`config.mk`:
```
export PLATFORM = sky130hd
export DESIGN_NAME = timer_counter_flat
export DESIGN_NICKNAME = d
export VERILOG_FILES = /design/src/rtl/timer_if.sv /design/src/rtl/timer_counter.sv /design/src/flat_wrapper.sv
export SDC_FILE = /design/constraint.sdc
export NUM_CORES = 1
export LEC_CHECK = 0
export ABC_AREA = 1
export BUFFER_PORTS_ARGS = -buffer_cell sky130_fd_sc_hd__clkbuf_2
export CORE_MARGIN = 2
export CORE_UTILIZATION = 36
export DETAILED_ROUTE_END_ITERATION = 12
export GPL_ROUTABILITY_DRIVEN = 1
export PLACE_DENSITY = 0.63
export SYNTH_ARGS = -nofsm -noshare
export SYNTH_HDL_FRONTEND = slang
export SYNTH_SLANG_ARGS = --single-unit
```
`constraint.sdc`:
```
create_clock -name clk -period 2.3 [get_ports clk]
set_input_delay 0.115 -clock clk [delete_from_list [all_inputs] [get_ports clk]]
set_output_delay 0.115 -clock clk [all_outputs]
set_load 0.03 [all_outputs]
```
`src/rtl/timer_if.sv`:
```
// ============================================================================
// Module      : timer_if
// Description : CPU data-bus port bundle for the timer_counter block.
// Revision    : 1.0
// ============================================================================
`timescale 1ns/1ps
`default_nettype none

interface timer_if;
   logic        sel;
   logic [31:0] addr;
   logic [3:0]  byteen;
   logic [31:0] wdata;
   logic [31:0] rdata;
   logic        irq;

   modport master (
      output sel, addr, byteen, wdata,
      input  rdata, irq
   );

   modport slave (
      input  sel, addr, byteen, wdata,
      output rdata, irq
   );
endinterface

`default_nettype wire

```
`src/rtl/timer_counter.sv`:
```
// ============================================================================
// Module      : timer_counter
// Description : Memory-mapped down-counting timer with prescaler and IRQ.
// Revision    : 1.0
// ============================================================================
`timescale 1ns/1ps
`default_nettype none

module timer_counter #(
   parameter int TICK_DIV = 1
) (
   input  logic   clk,
   input  logic   reset,
   timer_if.slave bus
);

   localparam int            c_PW        = (TICK_DIV > 1) ? $clog2(TICK_DIV) : 1;
   localparam logic [c_PW-1:0] c_TICK_LAST = c_PW'(TICK_DIV - 1);

   localparam logic [1:0] c_S_IDLE = 2'd0;
   localparam logic [1:0] c_S_LOAD = 2'd1;
   localparam logic [1:0] c_S_CNT  = 2'd2;
   localparam logic [1:0] c_S_INT  = 2'd3;

   logic [1:0]      r_state;
   logic [3:0]      r_ctrl;
   logic [31:0]     r_preset;
   logic [31:0]     r_count;
   logic [c_PW-1:0] r_presc;
   logic            r_irq_pend;

   logic            w_wr;
   logic            w_wr_ctrl;
   logic            w_wr_preset;
   logic            w_tick;
   logic            w_unused;

   assign w_wr        = bus.sel && (bus.byteen == 4'b1111);
   assign w_wr_ctrl   = w_wr && (bus.addr[3:2] == 2'd0);
   assign w_wr_preset = w_wr && (bus.addr[3:2] == 2'd1);
   assign w_tick      = (r_presc == c_TICK_LAST);
   assign w_unused    = ^{bus.addr[31:4], bus.addr[1:0]};

   always_ff @(posedge clk) begin
      if (reset) begin
         r_state    <= c_S_IDLE;
         r_ctrl     <= 4'd0;
         r_preset   <= 32'd0;
         r_count    <= 32'd0;
         r_presc    <= '0;
         r_irq_pend <= 1'b0;
      end else begin
         if ((r_state == c_S_CNT) && !w_tick)
            r_presc <= r_presc + c_PW'(1);
         else
            r_presc <= '0;

         case (r_state)
            c_S_IDLE: begin
               if (r_ctrl[0])
                  r_state <= c_S_LOAD;
            end
            c_S_LOAD: begin
               r_count <= r_preset;
               r_state <= c_S_CNT;
            end
            c_S_CNT: begin
               if (!r_ctrl[0]) begin
                  r_state <= c_S_IDLE;
               end else if (w_tick) begin
                  if (r_count == 32'd0) begin
                     r_state    <= c_S_INT;
                     r_irq_pend <= 1'b1;
                  end else begin
                     r_count <= r_count - 32'd1;
                  end
               end
            end
            c_S_INT: begin
               if (r_ctrl[2:1] == 2'd1) begin
                  r_state    <= c_S_LOAD;
                  r_irq_pend <= 1'b0;
               end else begin
                  r_ctrl[0] <= 1'b0;
                  r_state   <= c_S_IDLE;
               end
            end
            default: r_state <= c_S_IDLE;
         endcase

         // Bus writes come last so they override any same-cycle FSM update.
         if (w_wr_ctrl) begin
            r_ctrl     <= bus.wdata[3:0];
            r_irq_pend <= 1'b0;
         end
         if (w_wr_preset)
            r_preset <= bus.wdata;
      end
   end

   always_comb begin
      bus.rdata = 32'd0;
      case (bus.addr[3:2])
         2'd0:    bus.rdata = {28'd0, r_ctrl};
         2'd1:    bus.rdata = r_preset;
         2'd2:    bus.rdata = r_count;
         default: bus.rdata = 32'd0;
      endcase
   end

   assign bus.irq = r_irq_pend & r_ctrl[3];

endmodule

`default_nettype wire

```
`src/flat_wrapper.sv`:
```
// flat-port wrapper written by rule: the top's interface ports become plain ports
module timer_counter_flat 
#(
   parameter int TICK_DIV = 1
)
  (clk, reset, bus_sel, bus_addr, bus_byteen, bus_wdata, bus_rdata, bus_irq);
  timer_if bus_i ();
  input  logic clk;
  input  logic reset;
  input wire logic [$bits(bus_i.sel)-1:0] bus_sel;
  input wire logic [$bits(bus_i.addr)-1:0] bus_addr;
  input wire logic [$bits(bus_i.byteen)-1:0] bus_byteen;
  input wire logic [$bits(bus_i.wdata)-1:0] bus_wdata;
  output wire logic [$bits(bus_i.rdata)-1:0] bus_rdata;
  output wire logic [$bits(bus_i.irq)-1:0] bus_irq;
  assign bus_i.sel = bus_sel;
  assign bus_i.addr = bus_addr;
  assign bus_i.byteen = bus_byteen;
  assign bus_i.wdata = bus_wdata;
  assign bus_rdata = bus_i.rdata;
  assign bus_irq = bus_i.irq;
  timer_counter #(.TICK_DIV(TICK_DIV)) u_core (.clk(clk), .reset(reset), .bus(bus_i));
endmodule
```
== Yosys cells after proc, flatten, opt, wreduce, memory -nomap -nowiden ==
Index checks and enable logic that the tools add are counted.
Storage, ports and cells
  bits in registers: 72
  latch bits: 0
  RAM bits: 0
  ROM bits: 0
  input port bits: 71
  output and inout port bits: 33
  word-level logic and storage cells: 62
  memories kept: 0
Operators by class
  add/sub/neg operators: 2
  multipliers: 0
  div/mod/pow operators: 0
  order comparisons: 0
  eq/ne operators: 16
  shift operators: 0
  mux-type cells: 19
  bitwise gates (word level): 2
  reduce and logical (&&, ||, !) cells: 16
Operators with widths (count)
  $mux 32: 3
  $pmux 32 s3: 1
  $pmux 32 s2: 1
  $logic_not 32->1: 1
  $sub 32x1->32 const B: 1
  $mux 1: 8
  $mux 2: 4
  $ne 2x1->1 const B: 4
  $pmux 2 s4: 1
  $eq 2x1->1 const B: 3
  $eq 2x2->1 const B: 3
  $ne 2x2->1 const B: 3
  $ne 3x3->1 const B: 2
  $reduce_bool 2->1: 3
  $reduce_and 5->1: 1
  $eq 4x4->1 const B: 1
  $logic_and 1x1->1: 4
  $logic_not 2->1: 2
  $reduce_and 4->1: 1
  $reduce_or 2->1: 2
  $reduce_and 3->1: 1
  $pmux 1 s2: 1
  $reduce_and 2->1: 1
  $add 1x1->1 const B: 1
  2 further kinds: 2

== Longest topological paths before layout ==
Gate-level depths: netlist (run 1).
  word-level depth: 5
  gate-level depth with buffers: 13
  depth with buffers taken out: 11

== Worst setup path after synthesis (run 1) ==
OpenSTA, ideal clock, no wires.
  path kind: flip-flop to flip-flop
  start: register u_core.r_count[0]
  end: register u_core.r_count[15]
  setup time: 113 ps
  data arrival time: 1645 ps
  data required time: 2187 ps
  path slack: 542 ps
  stages on the path, launching flop included: 14
  buffers on the path: 2
  clock period less this slack: 1758 ps
  cells stage by stage: dfxtp_1 inv_1 ha_1 nand2_4 nor2_8 nand2_2 nor2_4 nand2_2 nand3_2 buf_6 buf_6 nand2_1 nand2_1 nor2_1
Between the ends
  cells in the longest elaborated chain, start to end: 5
  elaborated cells on any way between the ends: 8
  classes of those cells: add/sub (1); eq/ne (1); mux (4); reduce/logical (2)
Ends and longest elaborated chain
  start, declared: line timer_counter.sv:28  | logic [31:0] r_count;
  start signal, assigned: line timer_counter.sv:64  | r_count <= r_preset;
  start signal, assigned: line timer_counter.sv:75  | r_count <= r_count - 32'd1;
  $sub 32x1->32: line timer_counter.sv:75
  $mux 32: line timer_counter.sv:71  | if (r_count == 32'd0) begin
  $mux 32: line timer_counter.sv:70  | end else if (w_tick) begin
  $mux 32: line timer_counter.sv:68  | if (!r_ctrl[0]) begin
  $pmux 32 s2: line timer_counter.sv:58  | case (r_state)
Several ways; a longest one is shown, not always the timed one. The select of a mux whose other input is x is not followed.
A chain may end at the register's enable or synchronous reset.

== Worst setup path after layout (run 1) ==
  start: register u_core.r_count[0]
  end: register u_core.r_count[2]
The elaborated chain is that of the path after synthesis.

==> out/results.ini, run 1 <==
[floorplanning]
ioPinCount=104
die_h_um=112.9
dieArea_um2=12760
rows=39
start_util_pct=37.10
core_area_um2=11520
fp.dieW_um=112.9

[yosys]
yosysWarnings=0
syn-cell-area_um2=4273
netlist_instances=712
ys_seq_area_share_pct=33.73
yosysTopAreaCell=dfxtp_1
synth.distinct_cells=30
synth_area_leaders=dfxtp_1 34%, nand2_1 15%, nor2_1 12%
syn_area_per_cell_um2=6.001
synth_fp_nets=784
yosysTopAreaCellShare_pct=33.73
ys_ff_latch=72

[sta]
setup_tns_ns=0
fmax_mhz=493.6
whs_ns=0.05587
hold_viol_final=0
period_needed_ns=2.026
rsz0062_at_grt=no
setup_viol=0
fin_crit_sh_pct=88.09
fin_worst_skew_ns=0.009026
slew_violations=0

[detailed_routing]
wl_met2_um=5257
via_per_inst=4.883
via_count=4517
route.met3.wl_um=599
maxUsedRoutingLayer=met4
wl_per_cell_um=12.75
drt_first_pass_iters=9
wl_met1_um=5811
drt_wl_total_um=11790
first_iter_violations=189
drtAntennaViolNets=0
drc_errors=2

[worst_setup_path]
cp.depth=12
cp_cell_sequence=inv_1 > ha_1 > nand2_4 > nor2_8 > nand2_2 > nor2_4 > nand2_2 > nand3_2 > buf_12 > inv_2 > nor2_1 > nor2_1
critical_path_buf_inv_count=3
ff2ff_path_depth=12
startpoint_type=register
worstPathMaxFanout=56
max_stage_delay_ns=0.32
path_class=reg2reg
endpoint_kind=register
cpMaxStageDelayCell=dfxtp_1
cp_top_family=simple AND/OR/NAND/NOR gates
crit_required_ns=2.53
critPathArrivalTime_ns=2.25

[run_status]
violations=design-rule violations
outcome=complete, but fails checks

[clock_network]
cts.sinks=72
clk_latency_ns=0.34
cts_made_buffers=9
path_clk_slew_ns=0.06
cts_max_level=3
cts_resized=0
clockBufferDepth=2
cts_root_buffer=clkbuf_16
cts_tree=yes

[global_routing]
grt_max_degree=57
grt_first_pass_wirelength_um=19340
gr-total-overflow=0
grt_pass1_vias=4142
grt_usage_pct=18.58
antenna_found_initial=0

[job]
maxCapViolations=0

[pwr]
power.density_nw_per_um2=693.5
peakVddDrop_mv=0.3500
total_leakage_power_nw=2.492

[layout]
fin_nets=850
area_growth_pct=18.92
diodes=0
fillCellCount=1240
drive_gt1_share_pct=14.71

[worst_hold_path]
holdPathStages=3
worstHoldPathType=in2reg

[placed_design]
gp_congestion=0.8904
hpwlAfterDp_um=8481
portBuffers=73

[sequential cells by signal, summed over array words and instances (netlist names)]
register and count:
u_core.r_count 32, u_core.r_state 2, u_core.r_irq_pend 1, u_core.r_ctrl 4, u_core.r_presc 1, u_core.r_preset 32
[kinds of logic (layout without fill, tap and decap cells)]
group | count (synthesis) | in the layout | share of synthesized area [%]
compound gates | 146 | 146 | 18.42
other cells | 1 | 1 | 0.08776
fa+ha+maj | 1 | 1 | 0.2928
xor+xnor | 1 | 1 | 0.2050
buf+inv | 119 | 189 | 11.42
simple gates | 372 | 372 | 35.84
flops | 72 | 72 | 33.73
[layout make-up]
class / instances / area (um2) / share of cell area (%)
inverters: 87 / 326.6 / 6.427
clock inverters: 4 / 45.04 / 0.8865
well taps: 143 / 178.9 / 3.521
flip-flops and latches: 72 / 1441 / 28.37
clock buffers: 11 / 242.7 / 4.777
repair buffers: 87 / 498.0 / 9.801
multi-input cells: 521 / 2349 / 46.22
[worst paths after layout]
kind / startpoint / end / slack [ns]
max reg2reg: u_core.r_count[0] / u_core.r_count[2] / 0.27
min: bus_wdata[27] / u_core.r_preset[27] / 0.06
min reg2reg: u_core.r_preset[0] / u_core.r_preset[0] / 0.46
max: u_core.r_count[0] / u_core.r_count[2] / 0.27
[where the power goes]
group / switching, mW / leakage, nW / internal, mW
combinational: 0.543 / 1.77 / 0.282
clock: 0.539 / 0.145 / 0.858
sequential: 0.0267 / 0.581 / 1.28
total: 1.11 / 2.49 / 2.42
[cell usage after synthesis]
library cell / number
nand2_4: 1
o21ai_1: 8
nand2_2: 2
clkbuf_1: 18
nor2_4: 2
conb_1: 1
xnor2_1: 1
dfxtp_1: 72
a22oi_1: 1
and3_1: 1
nand4_1: 11
nand3_1: 41
nor2_1: 138
o21ai_0: 61
inv_2: 5
buf_1: 6
a21oi_1: 42
o221ai_1: 4
inv_1: 82
or2_2: 1
nand3_2: 1
nand2_1: 172
ha_1: 1
nor2_8: 1
a31oi_1: 1
o22ai_1: 28
buf_6: 5
nor3_1: 1
buf_2: 3
a211oi_1: 1
[tightest hold or removal path: stages]
cell and delay, ns:
clkbuf_2 0.07, o21ai_0 0.07, a21oi_1 0.10
[what timing repair did]
item / CTS / global route
hold buffers: 1 / 0
buffers inserted: 0 / 0
hold endpoints to repair: 1 / 0
[cell usage in the layout, fill, tap and decap left out]
cell type / instances
xnor2_1: 1
nand4_1: 11
inv_2: 6
nor2_4: 2
o22ai_1: 28
a22oi_1: 1
nor2_8: 1
dlygate4sd3_1: 1
o21ai_1: 8
a31oi_1: 1
bufinv_16: 1
buf_4: 11
nand2_4: 1
nand3_1: 40
o21ai_0: 61
ha_1: 1
clkbuf_16: 9
nand3_2: 2
nand2_1: 172
o221ai_1: 4
nor2_1: 138
clkbuf_1: 1
clkbuf_8: 1
nor3_1: 1
dfxtp_1: 72
a211oi_1: 1
clkinv_2: 3
clkbuf_2: 73
a21oi_1: 42
nand2_2: 2
or2_2: 1
inv_1: 81
and3_1: 1
conb_1: 1
buf_12: 2
[stage by stage]
| stage | area, um2 | power, mW | setup WS, ns | cells | utilization, % |
|---|---|---|---|---|---|
| after floorplan | 4273 | 1.917 | 0.5421 | 712 | - |
| after global placement | 4783 | 2.138 | 0.3061 | 909 | 41.54 |
| after detailed placement | 4783 | 2.142 | 0.3059 | 909 | 41.54 |
| after CTS | 5081 | 3.536 | 0.2869 | 925 | 44.12 |
| after global routing | 5081 | 3.706 | 0.1030 | 925 | 44.12 |
| final | 5081 | 3.524 | 0.2739 | 925 | 44.12 |
[routing by layer]
layer,vias to the layer above,track usage (%)
li1,2416,-
met2,107,30.56
met3,12,3.160
met4,0,4.959
met1,1982,25.34
met5,-,0
No activity file was read; power rests on OpenSTA's default activity.
==> inputs of run 2 (changes only) <==
Clock period 2.3 ns to 2 ns, I/O delays scaled along.
==> run 2 against run 1 <==
  * The run still ends with design-rule violations left
  * Critical path depth stayed put
  * Clock skew fell by 0.00093 ns
  * Die area stayed put
  * Via count grew 0.24%
  * Fmax up 12%
  * Combinational power up 19%
  * Worst setup slack got worse by 0.079 ns
  * Final area grew 1.5%
  * Sequential power is 15% higher
  * Sequential share of layout area is 0.42 points lower
==> out/results.ini, run 2 (synthesis gave the netlist of run 1 again) <==
[clock_network]
cts.sinks=72
cts_tree=yes
path_clk_slew_ns=0.06
cts_max_level=3
cts_made_buffers=9
clk_latency_ns=0.33
clockBufferDepth=2
cts_root_buffer=clkbuf_16
postCtsSetupRepairBufs=0

[floorplanning]
dieArea_um2=12760
rows=39
ioPinCount=104
start_util_pct=37.10
core_area_um2=11520
die_h_um=112.9
fp.dieW_um=112.9

[detailed_routing]
via_per_inst=4.843
wl_per_cell_um=12.88
drt_first_pass_iters=9
via_count=4528
drt_wl_total_um=12050
drtAntennaViolNets=0
first_iter_violations=306
drc_errors=2

[placed_design]
placed_cells=920
gp_congestion=0.9158
preCtsSetupSlack_ns=0.1050
hpwlAfterDp_um=8873
placed_area_um2=4878
portBuffers=73

[sta]
setup_viol=0
setup_tns_ns=0
fin_worst_skew_ns=0.008100
fmax_mhz=553.9
slew_violations=0
whs_ns=0.04588
hold_viol_final=0
worst_slack_ns=0.1945
rsz0062_at_grt=no
period_needed_ns=1.805
fin_crit_sh_pct=90.27

[worst_setup_path]
crit_required_ns=2.23
cp_cell_sequence=inv_1 > ha_2 > nand2_4 > nor2_8 > nand2_2 > nor2_4 > nand2_2 > nand3_2 > buf_6 > nand2_1 > nand2_1 > nor2_1
cp_top_family=simple AND/OR/NAND/NOR gates
ff2ff_setup_slack_ns=0.19
critical_path_buf_inv_count=2
worstPathMaxFanout=17
critPathArrivalTime_ns=2.04
max_stage_delay_ns=0.32
cpMaxStageDelayCell=dfxtp_1
endpoint_kind=register
path_class=reg2reg
startpoint_type=register

[pwr]
power.density_nw_per_um2=764.7
total_leakage_power_nw=2.530
peakVddDrop_mv=0.4210
total_power_mw=3.944

[layout]
final_common_cell=nand2_1
diodes=0
drive_gt1_share_pct=15.91
final_util_pct=44.78
fin_nets=861
fin_cells=935
final_cell_mix=172 x nand2_1, 138 x nor2_1, 81 x inv_1, 73 x clkbuf_2, 72 x dfxtp_1
stdcell_area_um2=5157
area_growth_pct=20.70
reg_top3=u_core.r_count x32, u_core.r_preset x32, u_core.r_ctrl x4
fillCellCount=1288

[global_routing]
antenna_found_initial=0
grt_usage_pct=19.25
grt_max_degree=45
grt_first_pass_wirelength_um=19980
gr-total-overflow=0
grt_pass1_vias=4219

[run_status]
violations=design-rule violations
outcome=complete, but fails checks

[worst_hold_path]
worstHoldPathType=in2reg

[job]
maxCapViolations=0

## run 2: cell types whose count changed in the layout (fill, tap and decap cells not counted)
cell,before,now
ha_1,1,0
buf_4,11,20
clkinv_2,3,1
bufinv_16,1,0
buf_12,2,3
buf_6,0,1
clkinvlp_4,0,2
ha_2,0,1
## run 2: final timing paths
path                      startpoint  cells past startpoint                  end
hold reg to reg   u_core.r_preset[0]                      2   u_core.r_preset[0]
setup / recovery   u_core.r_count[1]                     12   u_core.r_count[30]
hold / removal         bus_wdata[27]                      3  u_core.r_preset[27]
setup reg to reg   u_core.r_count[1]                     12   u_core.r_count[30]
## run 2: report_power, final
group / switching, mW / total (mW) / internal, mW
registers: 0.0300 / 1.50 / 1.47
logic: 0.629 / 0.982 / 0.353
clock network: 0.608 / 1.47 / 0.858
total: 1.27 / 3.94 / 2.68
## run 2: final cells by class
class	instances	area, um2	area share [%]
Clock buffer	11	242.7	4.706
Clock inverter	3	20.02	0.3882
Inverter	87	326.6	6.332
Multi-Input combinational cell	521	2351	45.58
Sequential cell	72	1441	27.95
Tap cell	143	178.9	3.469
Timing Repair Buffer	98	596.8	11.57
## run 2: worst reg2reg max path, cell delays in order, from the launching register on
cell and delay (ns):
dfxtp_1 0.32, inv_1 0.09, ha_2 0.25, nand2_4 0.09, nor2_8 0.11, nand2_2 0.07, nor2_4 0.14, nand2_2 0.10
nand3_2 0.15, buf_6 0.20, nand2_1 0.07, nand2_1 0.06, nor2_1 0.05
## run 2: layer usage
layer / up-vias / GRT usage (%) / wire (um)
met3: 7 / 3.321 / 595
met5: - / 0 / 0
met4: 0 / 5.691 / 95
li1: 2447 / - / -
met1: 1981 / 26.75 / 6110
met2: 93 / 30.76 / 5243
## run 2: repair_timing
action	CTS	global route
hold buffers	1	0
resized for setup	0	2
setup endpoints to repair	0	10
hold endpoints to repair	1	0
==> inputs of run 3 (changes only) <==
Settings changed: ABC_AREA 1 to default, PLACE_DENSITY 0.63 to 0.62.
==> run 3 against run 2 <==
  * The run ends with negative setup slack left
  * Final area up 18%
  * Register-to-register slack got worse by 0.28 ns
  * Core utilization rose by 6.1 points
  * Non-clock buffer count up 85
  * First-iteration DRC count up 8.8%
  * Die area grew 1.7%
  * Worst setup slack worse by 0.28 ns
  * Wire length up 16%
  * Sequential power down 4%
  * Clock power is 24% higher
  * Flip-flop and latch count stayed put
==> out/results.ini, run 3 <==
[sta]
fmax_mhz=478.5
fin_crit_sh_pct=104.5
max-slew-margin-rel_pct=64.76
fin_worst_skew_ns=0.008175
hold_viol_final=0
slew_violations=0
rsz0062_at_grt=yes
worst_slack_ns=-0.08994
period_needed_ns=2.090
worst_slew_pin_slew_ns=0.5266
setup_viol=29

[clock_network]
cts_tree=yes
cts_made_buffers=9
clk_latency_ns=0.34
clockBufferDepth=2
cts.sinks=72
path_clk_slew_ns=0.06
cts_max_level=3
cts_root_buffer=clkbuf_16

[pwr]
total_power_mw=3.443
comb_power_share_pct=5.3
clkPwrFrac_pct=52.8
peakVddDrop_mv=0.4475
power.density_nw_per_um2=568.1
power.share.switching_pct=20.95
total_leakage_power_nw=2.403
p_switching_uw=721.2
p_seq_share_pct=41.9
intPower_mw=2.722

[yosys]
yosys-top-cells-count=106 x nand2_1, 77 x a21oi_1, 72 x dfxtp_1
synthFlopType=dfxtp_1
synth_fp_nets=618
ys_seq_area_share_pct=33.14
yosysTopAreaCell=dfxtp_1
async_reset_ff_share_pct=0
yosysWarnings=0
netlist_instances=546
syn_area_per_cell_um2=7.966
ys_ff_latch=72
synth_edf_count=0
synth.most_common_cell=nand2_1
syn-cell-area_um2=4349
synth.distinct_cells=63
yosysTopAreaCellShare_pct=33.14
synth_area_leaders=dfxtp_1 33%, nand2_1 9.1%, a21oi_1 8.9%

[placed_design]
placed_cells=778
hpwlAfterDp_um=9332
gp_congestion=0.8449
preCtsSetupSlack_ns=-0.1770
portBuffers=73
placed_area_um2=5136

[floorplanning]
fp.dieW_um=113.9
ioPinCount=104
rows=40
die_h_um=113.9
core_area_um2=11910
start_util_pct=36.51
dieArea_um2=12980

[detailed_routing]
drt_first_pass_iters=5
wl_per_cell_um=16.71
drt_wl_total_um=14010
via_count=4721
via_per_inst=5.634
drc_errors=0
first_iter_violations=333
drtAntennaViolNets=0

[run_status]
outcome=complete, but fails checks
violations=negative setup slack

[layout]
fillCellCount=1174
final_common_cell=nand2_1
final_cell_mix=106 x nand2_1, 74 x a21oi_1, 73 x clkbuf_2, 70 x dfxtp_1, 66 x buf_4
diodes=0
fin_nets=758
fin_cells=838
stdcell_area_um2=6061
drive_gt1_share_pct=31.98
area_growth_pct=39.36
final_util_pct=50.88
reg_top3=u_core.r_count x32, u_core.r_preset x32, u_core.r_ctrl x4

[worst_setup_path]
cp_top_family=simple AND/OR/NAND/NOR gates
endpoint_kind=register
critPathArrivalTime_ns=2.31
cp.depth=9
rr_endpoint=u_core.r_count[28]
cpMaxStageDelayCell=or4b_4
reg2reg_from=u_core.r_count[1]
max_stage_delay_ns=0.50
critical_path_buf_inv_count=3
ff2ff_path_depth=9
crit_required_ns=2.22
ff2ff_setup_slack_ns=-0.09
path_class=reg2reg
crit_path_end=u_core.r_count[28]
startpoint_type=register
worstSetupStartpoint=u_core.r_count[1]
worstPathMaxFanout=4
crit_path_frequent_cell=buf_4
cp_cell_sequence=inv_2 > ha_4 > or4b_4 > nor4b_4 > buf_4 > buf_4 > nand3_2 > a22oi_2 > o32ai_2

[global_routing]
grt_usage_pct=21.78
grt_max_degree=59
grt_pass1_vias=4505
grt_first_pass_wirelength_um=22630
antenna_found_initial=0
gr-total-overflow=0

[job]
maxCapViolations=0

[worst_hold_path]
worstHoldPathType=in2reg

[run 3: changes by cell type after synthesis, sizes merged, moves of 19 or more]
cell	previous run	this run
nor2	141	32
inv	87	5
nand2	175	106
o21ai	69	12
a21oi	42	77
a22o	0	30
nand3	42	12
o22ai	28	5
clkbuf	18	37
[run 3: metrics by stage]
stage	setup TNS, ns	hold WS [ns]
CTS	-1.143	0.003705
global route	-4.767	0.01898
finish	-1.337	0.006926
detailed placement	-1.804	0.3286
floorplan	-0.1057	0.2360
global placement	-0.7758	0.3243
[run 3: cells by family (layout without fill, tap and decap cells)]
logic type               after synthesis  after routing  share of synthesized area, %
AND/OR/NAND/NOR                      217            217                         26.84
other                                  1              1                       0.08622
flip-flops                            72             72                         33.14
multiplexers                           9              9                         2.071
adder cells (fa/ha/maj)                1              1                        0.2876
buffers and inverters                 60            205                         8.199
AO/OA/AOI/OAI                        186            186                         29.37
[run 3: worst min path at each step]
stage | from | to | slack (ns) | cells past startpoint
after global placement | bus_wdata[7] | u_core.r_preset[7] | 0.32 | 3
after floorplan | bus_wdata[25] | u_core.r_preset[25] | 0.24 | 2
after detailed placement | bus_wdata[5] | u_core.r_preset[5] | 0.33 | 3
final | bus_wdata[25] | u_core.r_preset[25] | 0.007 | 3
after CTS | bus_wdata[2] | u_core.r_preset[2] | 0.004 | 3
after global routing | bus_wdata[2] | u_core.r_preset[2] | 0.02 | 3
[run 3: worst min-delay path, stage by stage]
cell and delay, ns:
clkbuf_2 0.08, nand2_1 0.05, a21oi_1 0.06
[run 3: layer usage]
metal | track usage (%) | wire [um] | vias up
met5 | 0 | 0 | -
met3 | 4.516 | 742 | 15
met1 | 27.86 | 6175 | 2253
li1 | - | - | 2295
met2 | 36.57 | 6875 | 158
met4 | 7.561 | 213 | 0
[run 3: cell type report]
type / count / area, um2 / share of cell area (%)
well taps: 147 / 183.9 / 3.035
clock buffers: 14 / 274.0 / 4.521
repair buffers: 183 / 1363 / 22.48
flip-flops and latches: 72 / 1444 / 23.82
clock inverters: 2 / 60.06 / 0.9909
inverters: 6 / 22.52 / 0.3716
multi-input cells: 414 / 2714 / 44.78
[run 3: timing repair]
item	4_1_cts	5_1_grt
buffers inserted	11	4
setup endpoints to repair	23	34
pin swaps	7	15
resized for setup	8	26
hold buffers	30	0
hold endpoints to repair	30	0
[run 3: power groups by stage]
stage               clock, mW  sequential, mW  combinational [mW]
finish                   1.82            1.44               0.182
global route             1.91            1.44               0.197
CTS                      1.85            1.44               0.180
detailed placement          0            1.47               0.134
global placement            0            1.47               0.133
floorplan                   0            1.47              0.0693
